File: src/rtl/fighter_anim_ctrl_if.sv
// Bus between game logic / pixel path and one fighter's animation sequencer.
// Requests are plain levels with no ready: a request is taken on the first cycle it is
// the highest-priority legal one, and busy rising one cycle later is the acknowledgement.
interface fighter_anim_ctrl_if;
   logic        frame_tick;
   logic        punch_req;
   logic        kick_req;
   logic        hit_req;
   logic        ko_req;
   logic [5:0]  sprite_x;
   logic [5:0]  sprite_y;
   logic [2:0]  anim_state;
   logic [1:0]  frame_idx;
   logic [13:0] rom_addr;
   logic        attack_active;
   logic        busy;
   logic        done;

   modport master (
      output frame_tick, punch_req, kick_req, hit_req, ko_req, sprite_x, sprite_y,
      input  anim_state, frame_idx, rom_addr, attack_active, busy, done
   );

   modport slave (
      input  frame_tick, punch_req, kick_req, hit_req, ko_req, sprite_x, sprite_y,
      output anim_state, frame_idx, rom_addr, attack_active, busy, done
   );
endinterface

File: src/rtl/fighter_anim_ctrl.sv
// Per-fighter animation sequencer: picks animation/frame each VGA frame and forms the
// registered sprite ROM address plus the attack-window flag used by hit detection.
module fighter_anim_ctrl #(
   parameter int FRAME_HOLD   = 6,
   parameter int IDLE_FRAMES  = 2,
   parameter int PUNCH_FRAMES = 3,
   parameter int KICK_FRAMES  = 4,
   parameter int HURT_FRAMES  = 2,
   parameter int DEAD_FRAMES  = 3,
   parameter int ATK_FRAME    = 1
) (
   input logic                 vga_clk,
   input logic                 reset_n,
   fighter_anim_ctrl_if.slave  bus
);

   typedef enum logic [2:0] {
      ST_IDLE  = 3'd0,
      ST_PUNCH = 3'd1,
      ST_KICK  = 3'd2,
      ST_HURT  = 3'd3,
      ST_DEAD  = 3'd4
   } anim_state_t;

   localparam logic [3:0] HOLD_LAST  = 4'(FRAME_HOLD - 1);
   localparam logic [1:0] IDLE_LAST  = 2'(IDLE_FRAMES - 1);
   localparam logic [1:0] PUNCH_LAST = 2'(PUNCH_FRAMES - 1);
   localparam logic [1:0] KICK_LAST  = 2'(KICK_FRAMES - 1);
   localparam logic [1:0] HURT_LAST  = 2'(HURT_FRAMES - 1);
   localparam logic [1:0] DEAD_LAST  = 2'(DEAD_FRAMES - 1);
   localparam logic [1:0] ATK_IDX    = 2'(ATK_FRAME);

   anim_state_t state_q, state_d;
   logic [1:0]  frame_q, frame_d;
   logic [3:0]  hold_q, hold_d;
   logic        atk_q, atk_d;
   logic        done_q, done_d;
   logic [13:0] rom_q;
   logic        last_frame;

   always_ff @(posedge vga_clk or negedge reset_n) begin
      if (!reset_n) begin
         state_q <= ST_IDLE;
         frame_q <= 2'd0;
         hold_q  <= 4'd0;
         atk_q   <= 1'b0;
         done_q  <= 1'b0;
         rom_q   <= 14'd0;
      end else begin
         state_q <= state_d;
         frame_q <= frame_d;
         hold_q  <= hold_d;
         atk_q   <= atk_d;
         done_q  <= done_d;
         rom_q   <= {frame_q, bus.sprite_y, bus.sprite_x};
      end
   end

   always_comb begin
      last_frame = 1'b1;
      case (state_q)
         ST_IDLE:  last_frame = (frame_q == IDLE_LAST);
         ST_PUNCH: last_frame = (frame_q == PUNCH_LAST);
         ST_KICK:  last_frame = (frame_q == KICK_LAST);
         ST_HURT:  last_frame = (frame_q == HURT_LAST);
         ST_DEAD:  last_frame = (frame_q == DEAD_LAST);
         default:  last_frame = 1'b1;
      endcase
   end

   // Acceptance overrides any tick in the same cycle, including an end-of-animation one.
   always_comb begin
      state_d = state_q;
      frame_d = frame_q;
      hold_d  = hold_q;
      done_d  = 1'b0;

      if (bus.ko_req && state_q != ST_DEAD) begin
         state_d = ST_DEAD;
         frame_d = 2'd0;
         hold_d  = 4'd0;
      end else if (bus.hit_req && state_q != ST_DEAD) begin
         state_d = ST_HURT;
         frame_d = 2'd0;
         hold_d  = 4'd0;
      end else if (bus.kick_req && state_q == ST_IDLE) begin
         state_d = ST_KICK;
         frame_d = 2'd0;
         hold_d  = 4'd0;
      end else if (bus.punch_req && state_q == ST_IDLE) begin
         state_d = ST_PUNCH;
         frame_d = 2'd0;
         hold_d  = 4'd0;
      end else if (bus.frame_tick) begin
         if (hold_q == HOLD_LAST) begin
            hold_d = 4'd0;
            if (!last_frame) begin
               frame_d = frame_q + 2'd1;
            end else begin
               case (state_q)
                  ST_IDLE: frame_d = 2'd0;
                  ST_DEAD: frame_d = DEAD_LAST;
                  default: begin
                     state_d = ST_IDLE;
                     frame_d = 2'd0;
                     done_d  = 1'b1;
                  end
               endcase
            end
         end else begin
            hold_d = hold_q + 4'd1;
         end
      end

      atk_d = (state_d == ST_PUNCH || state_d == ST_KICK) && (frame_d == ATK_IDX);
   end

   assign bus.anim_state    = state_q;
   assign bus.frame_idx     = frame_q;
   assign bus.rom_addr      = rom_q;
   assign bus.attack_active = atk_q;
   assign bus.busy          = (state_q != ST_IDLE);
   assign bus.done          = done_q;

endmodule

File: src/flat_wrapper.sv
// flat-port wrapper written by rule: the top's interface ports become plain ports
module fighter_anim_ctrl_flat 
#(
   parameter int FRAME_HOLD   = 6,
   parameter int IDLE_FRAMES  = 2,
   parameter int PUNCH_FRAMES = 3,
   parameter int KICK_FRAMES  = 4,
   parameter int HURT_FRAMES  = 2,
   parameter int DEAD_FRAMES  = 3,
   parameter int ATK_FRAME    = 1
)
  (vga_clk, reset_n, bus_frame_tick, bus_punch_req, bus_kick_req, bus_hit_req, bus_ko_req, bus_sprite_x, bus_sprite_y, bus_anim_state, bus_frame_idx, bus_rom_addr, bus_attack_active, bus_busy, bus_done);
  fighter_anim_ctrl_if bus_i ();
  input logic vga_clk;
  input logic reset_n;
  input wire logic [$bits(bus_i.frame_tick)-1:0] bus_frame_tick;
  input wire logic [$bits(bus_i.punch_req)-1:0] bus_punch_req;
  input wire logic [$bits(bus_i.kick_req)-1:0] bus_kick_req;
  input wire logic [$bits(bus_i.hit_req)-1:0] bus_hit_req;
  input wire logic [$bits(bus_i.ko_req)-1:0] bus_ko_req;
  input wire logic [$bits(bus_i.sprite_x)-1:0] bus_sprite_x;
  input wire logic [$bits(bus_i.sprite_y)-1:0] bus_sprite_y;
  output wire logic [$bits(bus_i.anim_state)-1:0] bus_anim_state;
  output wire logic [$bits(bus_i.frame_idx)-1:0] bus_frame_idx;
  output wire logic [$bits(bus_i.rom_addr)-1:0] bus_rom_addr;
  output wire logic [$bits(bus_i.attack_active)-1:0] bus_attack_active;
  output wire logic [$bits(bus_i.busy)-1:0] bus_busy;
  output wire logic [$bits(bus_i.done)-1:0] bus_done;
  assign bus_i.frame_tick = bus_frame_tick;
  assign bus_i.punch_req = bus_punch_req;
  assign bus_i.kick_req = bus_kick_req;
  assign bus_i.hit_req = bus_hit_req;
  assign bus_i.ko_req = bus_ko_req;
  assign bus_i.sprite_x = bus_sprite_x;
  assign bus_i.sprite_y = bus_sprite_y;
  assign bus_anim_state = bus_i.anim_state;
  assign bus_frame_idx = bus_i.frame_idx;
  assign bus_rom_addr = bus_i.rom_addr;
  assign bus_attack_active = bus_i.attack_active;
  assign bus_busy = bus_i.busy;
  assign bus_done = bus_i.done;
  fighter_anim_ctrl #(.FRAME_HOLD(FRAME_HOLD), .IDLE_FRAMES(IDLE_FRAMES), .PUNCH_FRAMES(PUNCH_FRAMES), .KICK_FRAMES(KICK_FRAMES), .HURT_FRAMES(HURT_FRAMES), .DEAD_FRAMES(DEAD_FRAMES), .ATK_FRAME(ATK_FRAME)) u_core (.vga_clk(vga_clk), .reset_n(reset_n), .bus(bus_i));
endmodule
File: config.mk
export PLATFORM = sky130hd
export DESIGN_NAME = fighter_anim_ctrl_flat
export DESIGN_NICKNAME = d
export VERILOG_FILES = /design/src/rtl/fighter_anim_ctrl_if.sv /design/src/rtl/fighter_anim_ctrl.sv /design/src/flat_wrapper.sv
export SDC_FILE = /design/constraint.sdc
export NUM_CORES = 1
export LEC_CHECK = 0
export ABC_AREA = 1
export CORE_AREA = 2 2 53 55
export DETAILED_ROUTE_END_ITERATION = 8
export DIE_AREA = 0 0 55 57
export PLACE_DENSITY = 0.78
export SKIP_LAST_GASP = 1
export SYNTH_ARGS = -nofsm -noshare
export SYNTH_HDL_FRONTEND = slang
export SYNTH_SLANG_ARGS = --single-unit
File: constraint.sdc
create_clock -name vga_clk -period 3.37 [get_ports vga_clk]
set_input_delay 0.674 -clock vga_clk [delete_from_list [all_inputs] [get_ports vga_clk]]
set_output_delay 0.674 -clock vga_clk [all_outputs]
set_load 0.02 [all_outputs]
* After elaboration in Yosys (flattened, before gate mapping)
Index checks and enable logic that the tools add are counted.
Widths: inputs -> output; s select.
** Storage, ports and cells
- Memories kept :: 0
- Latch bits :: 0
- Bits in writable memories :: 0
- Input port bits :: 19
- ROM bits :: 0
- Logic and storage cells :: 63
- Bits in registers :: 25
- Output and inout bits :: 22
** Cells by class
- Order comparisons :: 0
- Shifts and indexed selects :: 0
- $mul :: 0
- Reductions and logical operators :: 12
- Divide/modulo/power cells :: 0
- Equal/unequal tests :: 12
- Muxes and demuxes :: 31
- $add $sub $neg :: 2
- Bitwise operators :: 0
** Operator list (number)
- $mux 3 :: 8
- $mux 4 :: 6
- $mux 2 :: 8
- $eq 3x2->1 const B :: 3
- $mux 1 :: 8
- $eq 3x1->1 const B :: 2
- $reduce_or 2->1 :: 3
- $logic_and 1x1->1 :: 5
- $reduce_bool 5->1 :: 1
- $add 4x1->4 const B :: 1
- $eq 2x1->1 const B :: 2
- $eq 2x2->1 const B :: 2
- $eq 4x3->1 const B :: 1
- $eq 3x3->1 const B :: 1
- $logic_not 3->1 :: 1
- $ne 3x3->1 const B :: 1
- $pmux 1 s3 :: 1
- $reduce_bool 3->1 :: 1
- $add 2x1->2 const B :: 1
- $logic_or 1x1->1 :: 1

* Depth between registers and ports, before layout
- Depth in word-level cells :: 13
- Depth in mapped cells :: 14
- Gate-level depth less buffers :: 14

* Worst setup path after synthesis
OpenSTA, ideal clock, no wires.
- Kind :: register -> register
- From :: register u_core.state_q[1] (netlist: u_core.bus.anim_state[1])
- To :: register u_core.hold_q[3]
- Buffers on the path :: 0
- Stages on the path, launching flop included :: 11
- Slack :: 1721 ps
- Data required time :: 3247 ps
- Clock period less this slack :: 1649 ps
- Data arrival time :: 1526 ps
- Setup time :: 123 ps
- Path through :: dfrtp_1 > nor2_4 > nand2_1 > nor2_1 > nor2_4 > nand2_2 > nor2_4 > inv_2 > nand2_1 > nor2_1 > nor3_1
** Between the ends
- Word-level cells in the longest chain between the ends :: 6
- Elaborated cells between the ends (all ways) :: 11
- Those cells by class :: eq/ne (1); mux (4); reduce/logical (6)
** RTL lines
- start, declared :: RTL line fighter_anim_ctrl.sv:33 : anim_state_t state_q, state_d;
- start signal, assigned :: RTL line fighter_anim_ctrl.sv:50 : state_q <= state_d;
- $logic_not 3->1 :: RTL line fighter_anim_ctrl.sv:86, fighter_anim_ctrl.sv:90
- $logic_and 1x1->1 :: RTL line fighter_anim_ctrl.sv:90 : end else if (bus.punch_req && state_q == ST_IDLE) begin
- $mux 4 :: RTL line fighter_anim_ctrl.sv:90
- $mux 4 :: RTL line fighter_anim_ctrl.sv:86 : end else if (bus.kick_req && state_q == ST_IDLE) begin
- $mux 4 :: RTL line fighter_anim_ctrl.sv:82 : end else if (bus.hit_req && state_q != ST_DEAD) begin
- $mux 4 :: RTL line fighter_anim_ctrl.sv:78 : if (bus.ko_req && state_q != ST_DEAD) begin
- end signal, assigned :: RTL line fighter_anim_ctrl.sv:52 : hold_q <= hold_d;
- end, declared :: RTL line fighter_anim_ctrl.sv:35 : logic [3:0] hold_q, hold_d;
Several ways; a longest one is shown, not always the timed one.
A chain may end at the register's enable or synchronous reset.

* Worst setup path after layout
- From :: register u_core.state_q[1] (netlist: u_core.bus.anim_state[1])
- To :: output bus_busy
** Between the ends
- Word-level cells in the longest chain between the ends :: 1
** RTL lines
- $reduce_bool 3->1 :: RTL line fighter_anim_ctrl.sv:122 : assign bus.busy = (state_q != ST_IDLE);
- end, declared :: RTL line flat_wrapper.sv:27 : output wire logic [$bits(bus_i.busy)-1:0] bus_busy;
No other way between the ends.

==> PnR_summary.wiki <==
{| class="wikitable"
! Metric !! Value
|-
| Number of distinct library cells after synthesis || 18
|-
| Total power density per cell area || between 500 and 600 nW/um^2
|-
| Number of buffers on the longest clock path || 2
|-
| CTS H-tree lvls || 1
|-
| Combinational Power Share || between 40% and 50%
|-
| Required time reported for the critical path endpoint || 2.70 ns
|-
| Most area-consuming cells after synthesis || sky130_fd_sc_hd__dfrtp_1 (58%), sky130_fd_sc_hd__nand2_1 (9.0%), sky130_fd_sc_hd__inv_1 (7.2%), sky130_fd_sc_hd__nor2_4 (4.1%), sky130_fd_sc_hd__nor2_1 (3.1%)
|-
| IR Drop Worst-Case VDD || approximately 0.00046 V
|-
| Count of antenna-violating nets left after detailed routing || 0
|-
| Largest driver fanout on the critical path || 6
|-
| Placer Congestion || roughly 0.95
|-
| Number of antenna violations at the first check in global routing || 0
|-
| Number of I/O port buffers || 40
|-
| Post-synthesis cell type with the largest combined area || sky130_fd_sc_hd__dfrtp_1
|-
| Setup violation total in the final timing report || 0
|-
| Number of instances in the synthesized netlist || around 120
|-
| Total Die Area || between 3000 and 4000 sq um
|-
| Status || finished, final reports clean
|-
| Vias per cell || 4.740
|-
| Fraction of post-synthesis cell area in the top cell type by area || a little under three fifths
|-
| Clock share of power || ~15%
|-
| Initial standard-cell utilization of the core || roughly two fifths
|-
| Count of buffers added by post-CTS timing repair for setup || 0
|-
| TNS Setup || 0 ns
|-
| FF-to-FF setup slack || ~1.7 ns
|-
| Path category of the worst min-delay check || flop to flop
|-
| Remaining max-slew budget at the tightest pin || between 70% and 80%
|-
| Ratio of cells with drive above 1 in the final layout || a little under an eighth
|-
| Clock root buffer || sky130_fd_sc_hd__clkbuf_4
|-
| FF+latch count, synth || 25
|-
| TritonCTS clock tree || built
|-
| Grt total ovfl || 0
|-
| Core Box Area || between 2000 and 3000 sq um
|-
| RSZ-0062 raised after global routing || no
|-
| Area of the mapped netlist || roughly 1100 sq um
|-
| Max-slew violation count || 0
|-
| Post-detailed-route wirelength per cell || between 10 and 15 microns
|-
| Achievable frequency || ~0.44 GHz
|-
| Area delta synth->final || 43.84%
|-
| Element type at the critical path start || flop
|-
| Number of optimization iterations in the first detailed-route pass || 4
|-
| Vias || 910
|-
| Aggregate routed wire length || ~2200 microns
|-
| Quantity of gates resized following cts || 0
|-
| Critical path type || flop to primary output
|-
| Seq pwr share || 42.3%
|-
| Number of nets in the synthesized netlist || 137
|-
| Pin count of the biggest net entering global routing || 26
|-
| Storage element area || around 630 sq um
|-
| Fill count || 230
|-
| Global-route wire length before repair || 3450 microns
|-
| Number of max-cap violations || 0
|-
| Post-Synthesis Mean Instance Area || roughly 9.4 sq um
|-
| Fraction of the core area covered by cells at the end of the flow || between 50% and 60%
|-
| Sinks on the clock net || 25
|-
| Commonest cells post-synth || sky130_fd_sc_hd__nand2_1 (26), sky130_fd_sc_hd__dfrtp_1 (25), sky130_fd_sc_hd__inv_1 (21)
|-
| Width of the chip || about 55 microns
|-
| Dominant register cell in the synthesized netlist || sky130_fd_sc_hd__dfrtp_1
|-
| Number of inserted diodes || 0
|-
| Count of standard-cell rows || 19
|-
| Static Leak || about 0.00075 uW
|-
| Slowest CP cell || sky130_fd_sc_hd__clkdlybuf4s50_1
|-
| Cts hold-fix bufs || 0
|-
| Critical path, cell by cell || nor2_4 > nand2_1 > clkdlybuf4s50_1
|-
| Sort of element at the end of the critical path || primary output
|-
| Data arrival at the endpoint of the critical path || 1.62 ns
|-
| Cts bufs inserted || 3
|-
| Residual DRC || 0
|-
| CTS clock-pin slew for the worst setup and hold paths || ~0.13 ns
|-
| Share of the yosys chip area belonging to registers || 57.54%
|-
| Switching share of power || 40.48%
|-
| Final hold viol count || 0
|-
| Power spent charging and discharging nets || approximately 370 uW
|-
| Aggregate global-route resource usage || approximately 16%
|-
| Tmin final || between 2 and 2.5 ns
|-
| Die Height || between 50 and 60 microns
|-
| Fraction of registers with async set or reset after synthesis || between 90% and 100%
|-
| Worst path max stage delay || around 0.54 ns
|-
| Area of the multi-input gates || around 380 sq um
|-
| Worst-Margin Slew || roughly 0.31 ns
|-
| Int Pwr || about 540 uW
|-
| Detailed placement HPWL || about 1700 microns
|-
| Count of boundary I/O pins || between 40 and 50
|-
| Number of nets in the final layout || ~180
|-
| Number of DRC markers after the initial detailed-route iteration || 12
|-
| Crit share post-route || about two thirds
|-
| Clock Latency Late Sink || between 0.3 and 0.4 ns
|-
| Final Skew || between 0.003 and 0.004 ns
|-
| Number of synthesized flops with an enable pin || 0
|-
| Vias in the first global route || ~820
|-
| Yosys warning total || 0
|-
| Count leader, synth || sky130_fd_sc_hd__nand2_1
|}
[power by group through the flow]
stage	clock, uW	combinational (uW)	sequential, uW
after floorplan	0	230	413
after global placement	0	384	388
after detailed placement	0	391	389
after CTS	145	392	383
after global routing	156	431	389
final	135	388	382
[cell families (layout without fill, tap and decap cells)]
kind of cell	count (synthesis)	in the layout	share of synthesized area, %
and+or+nand+nor	57	57	26.93
DFF	25	25	57.54
buffers and inverters	22	67	7.595
AOI/OAI and AO/OA	10	10	5.640
adders and majority gates	2	2	2.301
[critical path: cells and delay by family, from the launching register on]
family	cells	cell delay, ns
buf+inv	1	0.54
flops	1	0.49
simple gates	2	0.27
[state kept, by name (all words and copies together) (netlist names)]
register                  cells
u_core.bus.anim_state         3
u_core.bus.done               1
u_core.bus.attack_active      1
u_core.bus.frame_idx          2
u_core.bus.rom_addr          14
u_core.hold_q                 4
[final cells by class]
type	count	share of cell area, %
repair buffers	41	26.08
well taps	31	2.480
flip-flops and latches	25	40.00
inverters	22	5.280
clock buffers	3	1.440
clock inverters	1	0.4800
multi-input cells	69	24.24
[per-stage QoR]
| step | worst slack, ns | total power [uW] | instance area (sq um) | std cells | hold slack (ns) |
|---|---|---|---|---|---|
| 2_1_floorplan | 1.721 | 642.5 | 1087 | 116 | 0.3784 |
| 3_3_place_gp | 1.267 | 771.2 | 1534 | 188 | 0.4335 |
| 3_5_place_dp | 1.203 | 779.8 | 1534 | 188 | 0.4554 |
| 4_1_cts | 1.055 | 920.1 | 1564 | 192 | 0.5006 |
| 5_1_grt | 0.9651 | 976.0 | 1564 | 192 | 0.5425 |
| 6_report | 1.074 | 905.0 | 1564 | 192 | 0.4946 |
[path summary, 6_finish.rpt]
path,depth (start not counted),end,start
max,3,bus_busy,u_core.bus.anim_state[1]
min,0,u_core.bus.rom_addr[13],u_core.bus.frame_idx[1]
max reg2reg,11,u_core.hold_q[3],u_core.bus.anim_state[1]
min reg2reg,0,u_core.bus.rom_addr[13],u_core.bus.frame_idx[1]
max in group asynchronous,2,u_core.bus.anim_state[2],reset_n
min in group asynchronous,2,u_core.bus.rom_addr[11],reset_n
[routing by layer]
| layer | vias to the layer above | global-route usage, % | part of all wire [%] |
|---|---|---|---|
| li1 | 449 | - | - |
| met1 | 425 | 18.18 | 40 |
| met2 | 32 | 24.83 | 47 |
| met3 | 4 | 4.188 | 10 |
| met4 | 0 | 10.45 | 3.1 |
| met5 | - | 0 | 0 |
[placed cells by master (no fill, tap or decap), types with 3 or more instances in the layout]
master	Yosys	layout
sky130_fd_sc_hd__a21oi_1	4	4
sky130_fd_sc_hd__clkbuf_4	0	3
sky130_fd_sc_hd__clkdlybuf4s50_1	0	40
sky130_fd_sc_hd__dfrtp_1	25	25
sky130_fd_sc_hd__inv_1	21	21
sky130_fd_sc_hd__nand2_1	26	26
sky130_fd_sc_hd__nand2_2	4	4
sky130_fd_sc_hd__nand3_1	4	4
sky130_fd_sc_hd__nand4_1	3	3
sky130_fd_sc_hd__nor2_1	9	9
sky130_fd_sc_hd__nor2_4	4	4
sky130_fd_sc_hd__nor3_1	4	4
Note: power is estimated with default switching activity, not from simulation.
